File: src/rtl/pipeline_controller.sv
// pipeline_controller: hazard/redirect/halt/fault sequencing for a 5-stage pipe.
// Stage enables and bubble flushes are Mealy outputs of the current state and
// the request inputs. Status flags and performance counters are registered.
// Optional feature macro: PIPELINE_CONTROLLER_PERF_EN enables the saturating
// stall/flush counters; without it the counter ports read as zero.
module pipeline_controller #(
    parameter int STALL_CYCLES = 1,
    parameter int FLUSH_CYCLES = 2,
    parameter int CNT_W        = 16
) (
    input  logic             clk,
    input  logic             rst,
    input  logic             is_stall,
    input  logic             redirect,
    input  logic             is_halt,
    input  logic             stack_overflow,
    input  logic             resume,
    output logic             pc_en,
    output logic             if_en,
    output logic             id_en,
    output logic             ex_en,
    output logic             mem_en,
    output logic             if_flush,
    output logic             id_flush,
    output logic             ex_flush,
    output logic [2:0]       state,
    output logic             halted,
    output logic             fault,
    output logic [CNT_W-1:0] stall_count,
    output logic [CNT_W-1:0] flush_count
);

    typedef enum logic [2:0] {
        ST_RUN   = 3'd0,
        ST_STALL = 3'd1,
        ST_FLUSH = 3'd2,
        ST_HALT  = 3'd3,
        ST_FAULT = 3'd4
    } state_e;

    localparam logic [2:0] STALL_LOAD = 3'(STALL_CYCLES - 1);
    localparam logic [2:0] FLUSH_LOAD = 3'(FLUSH_CYCLES - 1);
    localparam bit         STALL_MULTI = (STALL_CYCLES > 1);
    localparam bit         FLUSH_MULTI = (FLUSH_CYCLES > 1);

    state_e     state_q, state_d;
    logic [2:0] remain_q, remain_d;
    logic       halted_q, halted_d;
    logic       fault_q, fault_d;

    // Next-state and Mealy enable/flush decode, priority overflow > halt > redirect > stall
    always_comb begin
        state_d  = state_q;
        remain_d = remain_q;
        halted_d = halted_q;
        fault_d  = fault_q;
        pc_en    = 1'b1;
        if_en    = 1'b1;
        id_en    = 1'b1;
        ex_en    = 1'b1;
        mem_en   = 1'b1;
        if_flush = 1'b0;
        id_flush = 1'b0;
        ex_flush = 1'b0;

        if (state_q == ST_FAULT) begin
            // Sticky until reset: everything frozen, inputs ignored.
            {pc_en, if_en, id_en, ex_en, mem_en} = 5'b00000;
        end else if (stack_overflow) begin
            {pc_en, if_en, id_en, ex_en, mem_en} = 5'b00000;
            state_d  = ST_FAULT;
            remain_d = 3'd0;
            fault_d  = 1'b1;
            halted_d = 1'b0;
        end else if (is_halt) begin
            // Freeze the front of the pipe but let MEM/WB drain older work.
            {pc_en, if_en, id_en, ex_en} = 4'b0000;
            {if_flush, id_flush, ex_flush} = 3'b111;
            state_d  = ST_HALT;
            remain_d = 3'd0;
            halted_d = 1'b1;
        end else begin
            case (state_q)
                ST_RUN, ST_STALL: begin
                    if (redirect) begin
                        // Redirect wins over a stall and abandons any pending one.
                        if_flush = 1'b1;
                        id_flush = 1'b1;
                        remain_d = FLUSH_LOAD;
                        state_d  = FLUSH_MULTI ? ST_FLUSH : ST_RUN;
                    end else if (state_q == ST_STALL) begin
                        pc_en    = 1'b0;
                        if_en    = 1'b0;
                        id_flush = 1'b1;
                        if (remain_q <= 3'd1) begin
                            remain_d = 3'd0;
                            state_d  = ST_RUN;
                        end else begin
                            remain_d = remain_q - 3'd1;
                        end
                    end else if (is_stall) begin
                        pc_en    = 1'b0;
                        if_en    = 1'b0;
                        id_flush = 1'b1;
                        remain_d = STALL_LOAD;
                        state_d  = STALL_MULTI ? ST_STALL : ST_RUN;
                    end else begin
                        state_d = ST_RUN;
                    end
                end
                ST_FLUSH: begin
                    if_flush = 1'b1;
                    id_flush = 1'b1;
                    if (remain_q <= 3'd1) begin
                        remain_d = 3'd0;
                        state_d  = ST_RUN;
                    end else begin
                        remain_d = remain_q - 3'd1;
                    end
                end
                ST_HALT: begin
                    {pc_en, if_en, id_en, ex_en, mem_en} = 5'b00000;
                    if (resume) begin
                        // The restart cycle already squashes IF/ID, so with the
                        // FLUSH state the front end sees FLUSH_CYCLES bubbles.
                        if_flush = 1'b1;
                        id_flush = 1'b1;
                        remain_d = FLUSH_LOAD;
                        state_d  = ST_FLUSH;
                        halted_d = 1'b0;
                    end else begin
                        state_d = ST_HALT;
                    end
                end
                default: begin
                    {pc_en, if_en, id_en, ex_en, mem_en} = 5'b00000;
                    state_d  = ST_FAULT;
                    fault_d  = 1'b1;
                end
            endcase
        end
    end

    // Controller state and status flag registers
    always_ff @(posedge clk or negedge rst) begin
        if (!rst) begin
            state_q  <= ST_RUN;
            remain_q <= 3'd0;
            halted_q <= 1'b0;
            fault_q  <= 1'b0;
        end else begin
            state_q  <= state_d;
            remain_q <= remain_d;
            halted_q <= halted_d;
            fault_q  <= fault_d;
        end
    end

    assign state  = state_q;
    assign halted = halted_q;
    assign fault  = fault_q;

`ifdef PIPELINE_CONTROLLER_PERF_EN
    logic [CNT_W-1:0] stall_cnt_q, stall_cnt_d;
    logic [CNT_W-1:0] flush_cnt_q, flush_cnt_d;
    logic             stall_evt_s;

    function automatic logic [CNT_W-1:0] sat_inc(input logic [CNT_W-1:0] v, input logic en);
        logic [CNT_W-1:0] one;
        one = {{(CNT_W-1){1'b0}}, 1'b1};
        if (en && (v != {CNT_W{1'b1}})) begin
            return v + one;
        end else begin
            return v;
        end
    endfunction

    // A stall cycle is the only case that holds PC while squashing just IF/ID.
    assign stall_evt_s = ~pc_en & id_flush & ~if_flush;

    // Saturating counter next values
    always_comb begin
        stall_cnt_d = sat_inc(stall_cnt_q, stall_evt_s);
        flush_cnt_d = sat_inc(flush_cnt_q, if_flush);
    end

    // Performance counter registers
    always_ff @(posedge clk or negedge rst) begin
        if (!rst) begin
            stall_cnt_q <= {CNT_W{1'b0}};
            flush_cnt_q <= {CNT_W{1'b0}};
        end else begin
            stall_cnt_q <= stall_cnt_d;
            flush_cnt_q <= flush_cnt_d;
        end
    end

    assign stall_count = stall_cnt_q;
    assign flush_count = flush_cnt_q;
`else
    assign stall_count = {CNT_W{1'b0}};
    assign flush_count = {CNT_W{1'b0}};
`endif

endmodule

File: config.mk
export PLATFORM = sky130hd
export DESIGN_NAME = pipeline_controller
export DESIGN_NICKNAME = d
export VERILOG_FILES = /design/src/rtl/pipeline_controller.sv
export SDC_FILE = /design/constraint.sdc
export NUM_CORES = 1
export LEC_CHECK = 0
export ABC_AREA = 1
export CAP_MARGIN = 10
export CORE_MARGIN = 2
export CORE_UTILIZATION = 34
export CTS_BUF_LIST = sky130_fd_sc_hd__clkbuf_4 sky130_fd_sc_hd__clkbuf_8 sky130_fd_sc_hd__clkbuf_16
export CTS_CLUSTER_SIZE = 25
export DETAILED_ROUTE_END_ITERATION = 8
export PLACE_DENSITY = 0.82
export REMOVE_ABC_BUFFERS = 1
export SLEW_MARGIN = 20
export SYNTH_ARGS = -nofsm -noshare
export SYNTH_HDL_FRONTEND = slang
export SYNTH_SLANG_ARGS = --single-unit
File: constraint.sdc
create_clock -name clk -period 1.1 [get_ports clk]
set_input_delay 0.22 -clock clk [delete_from_list [all_inputs] [get_ports clk]]
set_output_delay 0.22 -clock clk [all_outputs]
set_load 0.005 [all_outputs]
==> results.txt, run 1 <==
Cells with a size suffix above 1 make up 58.8% of the layout. The maximum ir drop on the vdd rail is 0.720 mV. Global routing used 35.5% of the available met2 tracks. The run gives 0 as the max-slew violation total from the final report. The die covers 3040 um2.

The layer flagged by global routing as most heavily used is met2. After global routing the overflow that remains totals 0. TritonCTS built the clock tree. The tools report the destination of the critical timing path as id_flush. The setup path with the least slack is of type reg2out. Of all nets on the critical path, the largest fanout is 3. Number of input and output port buffers inserted: 19. Final worst-path cycle share: 165%.

Setup repair after global routing could not meet its margin everywhere. On the final layout, the worst hold slack is 0.237 ns. After detailed routing, the average wire length per cell comes to 14.4 um. Clock tree synthesis inserted a total of 3 buffers. The clock passes through at most 2 buffers. The mapped netlist covers 890 um2. Wires add up to 3.22 mm. The tools report the total setup violations reported at the end of the flow as 19. The tools report the clock skew after layout as 0.0183 ns. The number of max-capacitance violations reported was 0. In this run, synthesis inferred 0 flip-flops with an integrated enable. In the post-synthesis netlist, the biggest area contributors are sky130_fd_sc_hd__buf_4 (29%), sky130_fd_sc_hd__dfrtp_1 (23%), sky130_fd_sc_hd__nand2_1 (8.0%). The via count of the first global-routing pass is 868. The start point of the critical path is state[1]$_DFFE_PN0P_. Number of DRC markers after the initial detailed-route iteration: 8. The worst setup path is launched from a flip-flop.

The final layout contains 205 nets. The run gives 18 as the standard-cell row count. The worst-case register-to-register setup slack is -0.62 ns, and the total global-route track usage is 18.7%. The core region is 2480 um2. Initial antenna violation count: 0.

52 I/O pins were placed. The overall die height works out to 55.2 um. For the required time at the endpoint of the critical path, the log shows 0.88 ns. Entering global routing, the biggest net connects 9 pins. After detailed routing, the number of remaining DRC violations is 0.

Commonest non-fill, non-tap cell in the layout: sky130_fd_sc_hd__buf_4. The run gives 8 as the clock net sink count. The average footprint of a synthesized cell was 7.00 um2; the total via count after detailed routing was 1001. The share of the synthesized area in the top cell type is 28.7%, and the part of the Yosys area used for sequential elements is 22.5%. The number of hold violations in the final report is 0. The area added between synthesis and finish is 69.9%, and the clock period minus worst slack is 1.82 ns.

The tools report the arrival time at the worst endpoint as 1.60 ns. Once detail routing completed, the nets flagged for antenna violations numbered 0. In the layout the commonest cells are sky130_fd_sc_hd__buf_4 (35), sky130_fd_sc_hd__conb_1 (32), sky130_fd_sc_hd__buf_6 (16). Number of levels in the clock H-tree: 1. The detailed-route vias per instance was 4.47; the clock latency on the worst-skew pair was 0.28 ns. For the worst flop-to-flop path, the logic depth is 11.

The floorplan step set the die width to 55.2 um. The wire-length estimate of the detail-placed layout is 1.66 mm. Clock-pin slew was measured on the worst setup and hold paths at 0.07 ns. STA classifies the critical path endpoint as an output pin.

The class of the tightest hold or removal check was in2async. The first detailed-routing pass ran for 4 iterations. The origin of the critical flop-to-flop path was state[2]$_DFFE_PN0P_. The run finished, with violations left.

For the number of inserted diodes, the log shows 0. The logs give 4.03% for the met3 demand-to-capacity share in global routing and 127 for the post-synthesis instance total. The proportion of register bits with asynchronous set or reset after synthesis was 100%. The total power density per cell area was 460 nW/um2; the final worst slack was -0.720 ns.

sky130_fd_sc_hd__buf_4 takes more of the synthesized area than any other cell. Routability-driven placement finished with a final weighted congestion of 0.901. For the leakage power, the log shows 0.813 nW.

After synthesis the netlist holds a flip-flop and latch count of 8. The final reports fail on negative setup slack. Measured on the finished design, the core utilization comes to 61.0%. The most used flip-flop cell after synthesis was sky130_fd_sc_hd__dfrtp_1. The starting density of the core is 35.9%. For this run, the number of Yosys warnings is 0. The first global-routing pass estimated 3.91 mm of wire. Counting distinct cell types in the post-synthesis netlist gives 23. The worst register-to-register path ends at fault$_DFFE_PN0P_.

After filler insertion, the fill cell instance count of the layout stands at 199. The tools report the cell at the root of the clock tree as sky130_fd_sc_hd__clkbuf_4. For the peak clock frequency supported by timing, the log shows 0.549 GHz.

Global routing used 19.7% of the available met1 tracks.
## Yosys cell counts, types with 4 or more instances
master,count
sky130_fd_sc_hd__nand2_2,7
sky130_fd_sc_hd__inv_1,14
sky130_fd_sc_hd__dfrtp_1,8
sky130_fd_sc_hd__nor2_1,7
sky130_fd_sc_hd__buf_4,34
sky130_fd_sc_hd__nand3_1,4
sky130_fd_sc_hd__inv_2,5
sky130_fd_sc_hd__a21oi_1,8
sky130_fd_sc_hd__nand2_1,19
## state kept, by name, summed over array words and instances (netlist names)
register	flops
halted	1
state	3
remain_q	3
fault	1
## critical path: stages, from the launching register on
cell,delay (ns)
sky130_fd_sc_hd__dfrtp_1,0.44
sky130_fd_sc_hd__buf_6,0.16
sky130_fd_sc_hd__nor2_4,0.15
sky130_fd_sc_hd__buf_4,0.15
sky130_fd_sc_hd__nand2_1,0.09
sky130_fd_sc_hd__a31oi_4,0.20
sky130_fd_sc_hd__buf_2,0.14
## cell families (layout without fill, tap and decap cells)
logic type | count (synthesis) | in the layout | synth area share, %
flip-flops | 8 | 8 | 22.5
other | 1 | 32 | 0.422
buffers and inverters | 53 | 89 | 36.7
AND/OR/NAND/NOR | 43 | 43 | 23.8
adder cells (fa/ha/maj) | 2 | 2 | 2.81
AO/OA/AOI/OAI | 20 | 20 | 13.8
## how the worst min path moves through the flow
| stage | to | depth (start not counted) |
|---|---|---|
| 3_5_place_dp | fault$_DFFE_PN0P_ | 2 |
| 2_1_floorplan | fault$_DFFE_PN0P_ | 0 |
| 3_3_place_gp | fault$_DFFE_PN0P_ | 2 |
| 6_report | halted$_DFFE_PN0P_ | 1 |
| 4_1_cts | halted$_DFFE_PN0P_ | 1 |
| 5_1_grt | halted$_DFFE_PN0P_ | 1 |
## metrics by stage
stage	area (um2)	power (mW)	worst slack (ns)	setup TNS, ns	instances
2_1_floorplan	751	0.354	-0.170	-0.815	124
3_3_place_gp	1200	0.422	-0.906	-9.80	202
3_5_place_dp	1200	0.423	-0.989	-10.22	202
4_1_cts	1380	0.667	-0.630	-7.60	221
5_1_grt	1510	0.723	-0.783	-9.33	224
6_report	1510	0.695	-0.720	-8.29	224
## layer usage
| metal | up-vias | share of wire (%) | wire length, um |
|---|---|---|---|
| li1 | 465 | - | - |
| met1 | 472 | 31 | 1000 |
| met2 | 44 | 58 | 1860 |
| met3 | 20 | 5.1 | 165 |
| met4 | 0 | 5.7 | 184 |
| met5 | - | 0 | 0 |
## cell type report
| cell class | count | area, um2 | area share, % |
|---|---|---|---|
| sequential | 8 | 203 | 13.4 |
| multi-input combinational | 97 | 609 | 40.3 |
| inverter | 19 | 71.3 | 4.72 |
| tap | 30 | 37.5 | 2.48 |
| clock buffer | 3 | 22.5 | 1.49 |
| timing repair buffer | 67 | 568 | 37.6 |
## power by group
part,switching [mW],total [mW],internal (mW)
sequential,0.00103,0.297,0.296
clock,0.133,0.259,0.126
combinational,0.0868,0.138,0.0513
total,0.221,0.695,0.474
## timing repair
| action | in CTS | in global routing |
|---|---|---|
| cloned | 0 | 0 |
| setup buffers | 16 | 5 |
| endpoints found under the setup margin | 20 | 20 |
| resized for setup | 65 | 41 |
| pin swaps | 5 | 11 |
| hold buffers | 0 | 0 |
(Power assumes the default switching activity.)
==> inputs of run 2 (changes only) <==
CORE_UTILIZATION = 38   (was 34)
PLACE_DENSITY = 0.87   (was 0.82)
clock period = 1.9 ns   (was 1.1 ns; I/O delays follow)
==> results.txt, run 2 (synthesis gave the netlist of run 1 again) <==
The detailed placement HPWL was 1.59 mm (was 1.66 mm). The launching element type of the critical path is an input port (was a flip-flop). The run gives 0 (unchanged) as the initial antenna violation count. The maximum clock insertion buffer count is 2 (unchanged), and the clock skew after layout is 0.00413 ns (was 0.0183 ns).

The tools report the total die area as 2740 um2 (was 3040 um2). The cell family contributing the most delay on the critical path was buffers and inverters (unchanged). Type of destination of the critical path: an output pin (unchanged). The leakage power was 0.673 nW (was 0.813 nW); the total power density per cell area was 295 nW/um2 (was 460 nW/um2). Failing checks: negative setup slack (unchanged). The total power after layout was 367 uW (was 695 uW); the required time at the endpoint of the critical path was 1.52 ns (was 0.88 ns).

The worst stage delay on the critical path works out to 0.23 ns (was 0.44 ns). The detailed-route vias per instance was 4.35 (was 4.47). The logic depth of the worst register-to-register path works out to 9 (was 11).

Reg-to-reg endpoint: remain_q[2]$_DFFE_PN0P_ (was fault$_DFFE_PN0P_). The run gives 56.2% (was 61.0%) as the final standard cell utilization of the core. The kind of critical path was in2out (was reg2out). The number of max-capacitance violations reported was 0 (unchanged).

Total global-route track usage: 18.6% (was 18.7%). Cell at the root of the clock tree: sky130_fd_sc_hd__clkbuf_4 (unchanged). Most frequent cells in the layout: sky130_fd_sc_hd__conb_1 (32), sky130_fd_sc_hd__buf_4 (31), sky130_fd_sc_hd__nand2_1 (19) (was sky130_fd_sc_hd__buf_4 (35), sky130_fd_sc_hd__conb_1 (32), sky130_fd_sc_hd__buf_6 (16)).

For this run, the top clock speed supported by timing is 0.523 GHz. The logs give 0 (unchanged) for the count of unresolved DRC violations after routing and 189 (was 205) for the number of nets at the end of the flow. The number of levels in the clock H-tree is 1 (unchanged), and the standard cell core area is 2210 um2 (was 2480 um2). The run gives 1 (was 19) as the total setup violations reported at the end of the flow.

The clock-pin transition on the worst setup and hold timing paths was 0.05 ns (was 0.07 ns). The worst-case register-to-register setup slack is 0.46 ns (was -0.62 ns). The via count of the first global-routing pass is 847 (was 868), and the average detailed-routed wire length per instance is 11.5 um (was 14.4 um). TritonCTS built the clock tree. The count of TritonRoute iterations in the first routing pass was 4 (unchanged); the routability congestion estimate from global placement was 0.878 (was 0.901). The area added between synthesis and finish works out to 39.8% (was 69.9%).

The origin of the critical flop-to-flop path is state[2]$_DFFE_PN0P_ (unchanged). The overall die height is 52.4 um (was 55.2 um). The standard-cell row count is 17 (was 18). Number of input and output port buffers inserted: 19 (unchanged). Commonest non-fill, non-tap cell in the layout: sky130_fd_sc_hd__conb_1 (was sky130_fd_sc_hd__buf_4). The residual antenna-violating net count after detailed routing was 0 (unchanged); the highest net fanout along the worst path was 4 (was 3).

The starting density of the core came out at 40.2% (was 35.9%). The total number of cells along the worst setup path is 9 (was 6), and the pin count of the biggest net entering global routing is 9 (unchanged). Setup repair after global routing could not meet its margin everywhere. Final worst-path cycle share: 101%. The run gives 2.37 mm (was 3.22 mm) as the aggregate routed wire length. Buffering stage count on the worst path with inverters included: 5 (was 3). Number of hold violations in the final report: 0 (unchanged). TritonCTS buffer count: 3 (unchanged). The class of the tightest hold or removal check is in2async (unchanged). The flow ran to the end, but the final reports show violations. The clock period minus worst slack works out to 1.91 ns. Maximum ir drop on the vdd rail: 0.342 mV (was 0.720 mV). The max-slew violation total from the final report was 0 (unchanged); the clock latency on the worst-skew pair was 0.25 ns (was 0.28 ns). The remaining global-route overflow was 0 (unchanged).

The placement-stage cell area is 1130 um2 (was 1200 um2), and the number of standard cells in the layout, taps in and fillers out is 206 (was 224). The logs give 196 (was 199) for the final-layout fill cell count and -0.0127 ns (was -8.29 ns) for the setup TNS. The clock net sink count is 8 (unchanged), and the layout cell share with drive strength beyond 1 is 39.9% (was 58.8%). The number of inserted diodes came out at 0 (unchanged). The cell with the largest stage delay on the worst path is sky130_fd_sc_hd__dlygate4sd2_1 (was sky130_fd_sc_hd__dfrtp_1).

The total via count after detailed routing was 896 (was 1001). The final worst slack was -0.0127 ns (was -0.720 ns); the number of placed instances with taps included was 192 (was 202). The top-level port count was 52 (unchanged); the die width was 52.4 um (was 55.2 um).

Cell area after layout: 1240 um2 (was 1510 um2). The number of DRC markers after the initial detailed-route iteration is 13 (was 8), and the first-pass GRT wire length is 3.66 mm (was 3.91 mm). Critical-path cell list: dlygate4sd2_1 -> inv_2 -> nor2_4 -> inv_1 -> o211ai_1 -> nand2_1 -> buf_6 -> a31oi_4 -> buf_2 (was buf_6 -> nor2_4 -> buf_4 -> nand2_1 -> a31oi_4 -> buf_2). The arrival time at the worst endpoint was 1.53 ns (was 1.60 ns).
-- run 2: worst max path at each step --
stage,to,from,slack [ns]
5_1_grt,id_flush,is_halt,-0.08
6_report,id_flush,is_halt,-0.01
3_5_place_dp,id_flush,stack_overflow,-0.53
2_1_floorplan,if_en,state[2]$_DFFE_PN0P_,0.47
3_3_place_gp,id_flush,is_halt,-0.47
4_1_cts,mem_en,state[2]$_DFFE_PN0P_,0.02
-- run 2: stage by stage --
stage / setup slack (ns) / hold slack, ns
6_report: -0.0127 / 0.398
5_1_grt: -0.0819 / 0.415
4_1_cts: 0.0153 / 0.387
3_5_place_dp: -0.532 / 0.483
3_3_place_gp: -0.473 / 0.457
2_1_floorplan: 0.470 / 0.0844
-- run 2: per-layer routing --
metal,GRT usage [%],share of wire [%],up-vias
met5,0,0,-
met4,12.8,2.7,0
met3,2.57,6.5,8
met2,33.8,53,39
met1,19.5,38,412
li1,-,-,437
-- run 2: cell type report --
cell class                      instances  area [um2]  share of cell area [%]
Timing Repair Buffer                   51         392                    31.5
Clock buffer                            3        22.5                    1.81
Tap cell                               28        35.0                    2.82
Inverter                               19        71.3                    5.73
Multi-Input combinational cell         97         520                    41.9
Sequential cell                         8         203                    16.3
-- run 2: where the power goes --
group          internal (mW)  switching, mW
registers              0.172       0.000517
clock network         0.0719         0.0529
logic                 0.0261         0.0432
-- run 2: worst reg2reg max path: cells and delay by family (launching register included) --
kind,cells,cell delay (ns)
buffers and inverters,3,0.36
AO/OA/AOI/OAI,2,0.21
AND/OR/NAND/NOR,4,0.36
flip-flops,1,0.43
-- run 2: timing repair --
| item | 4_1_cts | 5_1_grt |
|---|---|---|
| buffers inserted | 10 | 1 |
| hold buffers | 0 | 0 |
| setup endpoints to repair | 8 | 7 |
| pin swaps | 2 | 5 |
| gates resized for setup | 22 | 18 |
==> inputs of run 3 (changes only) <==
CTS_CLUSTER_SIZE = 8   (was 25)
==> results of run 3 <==
No change in the layout: final DEF, timing and power equal those of run 2.
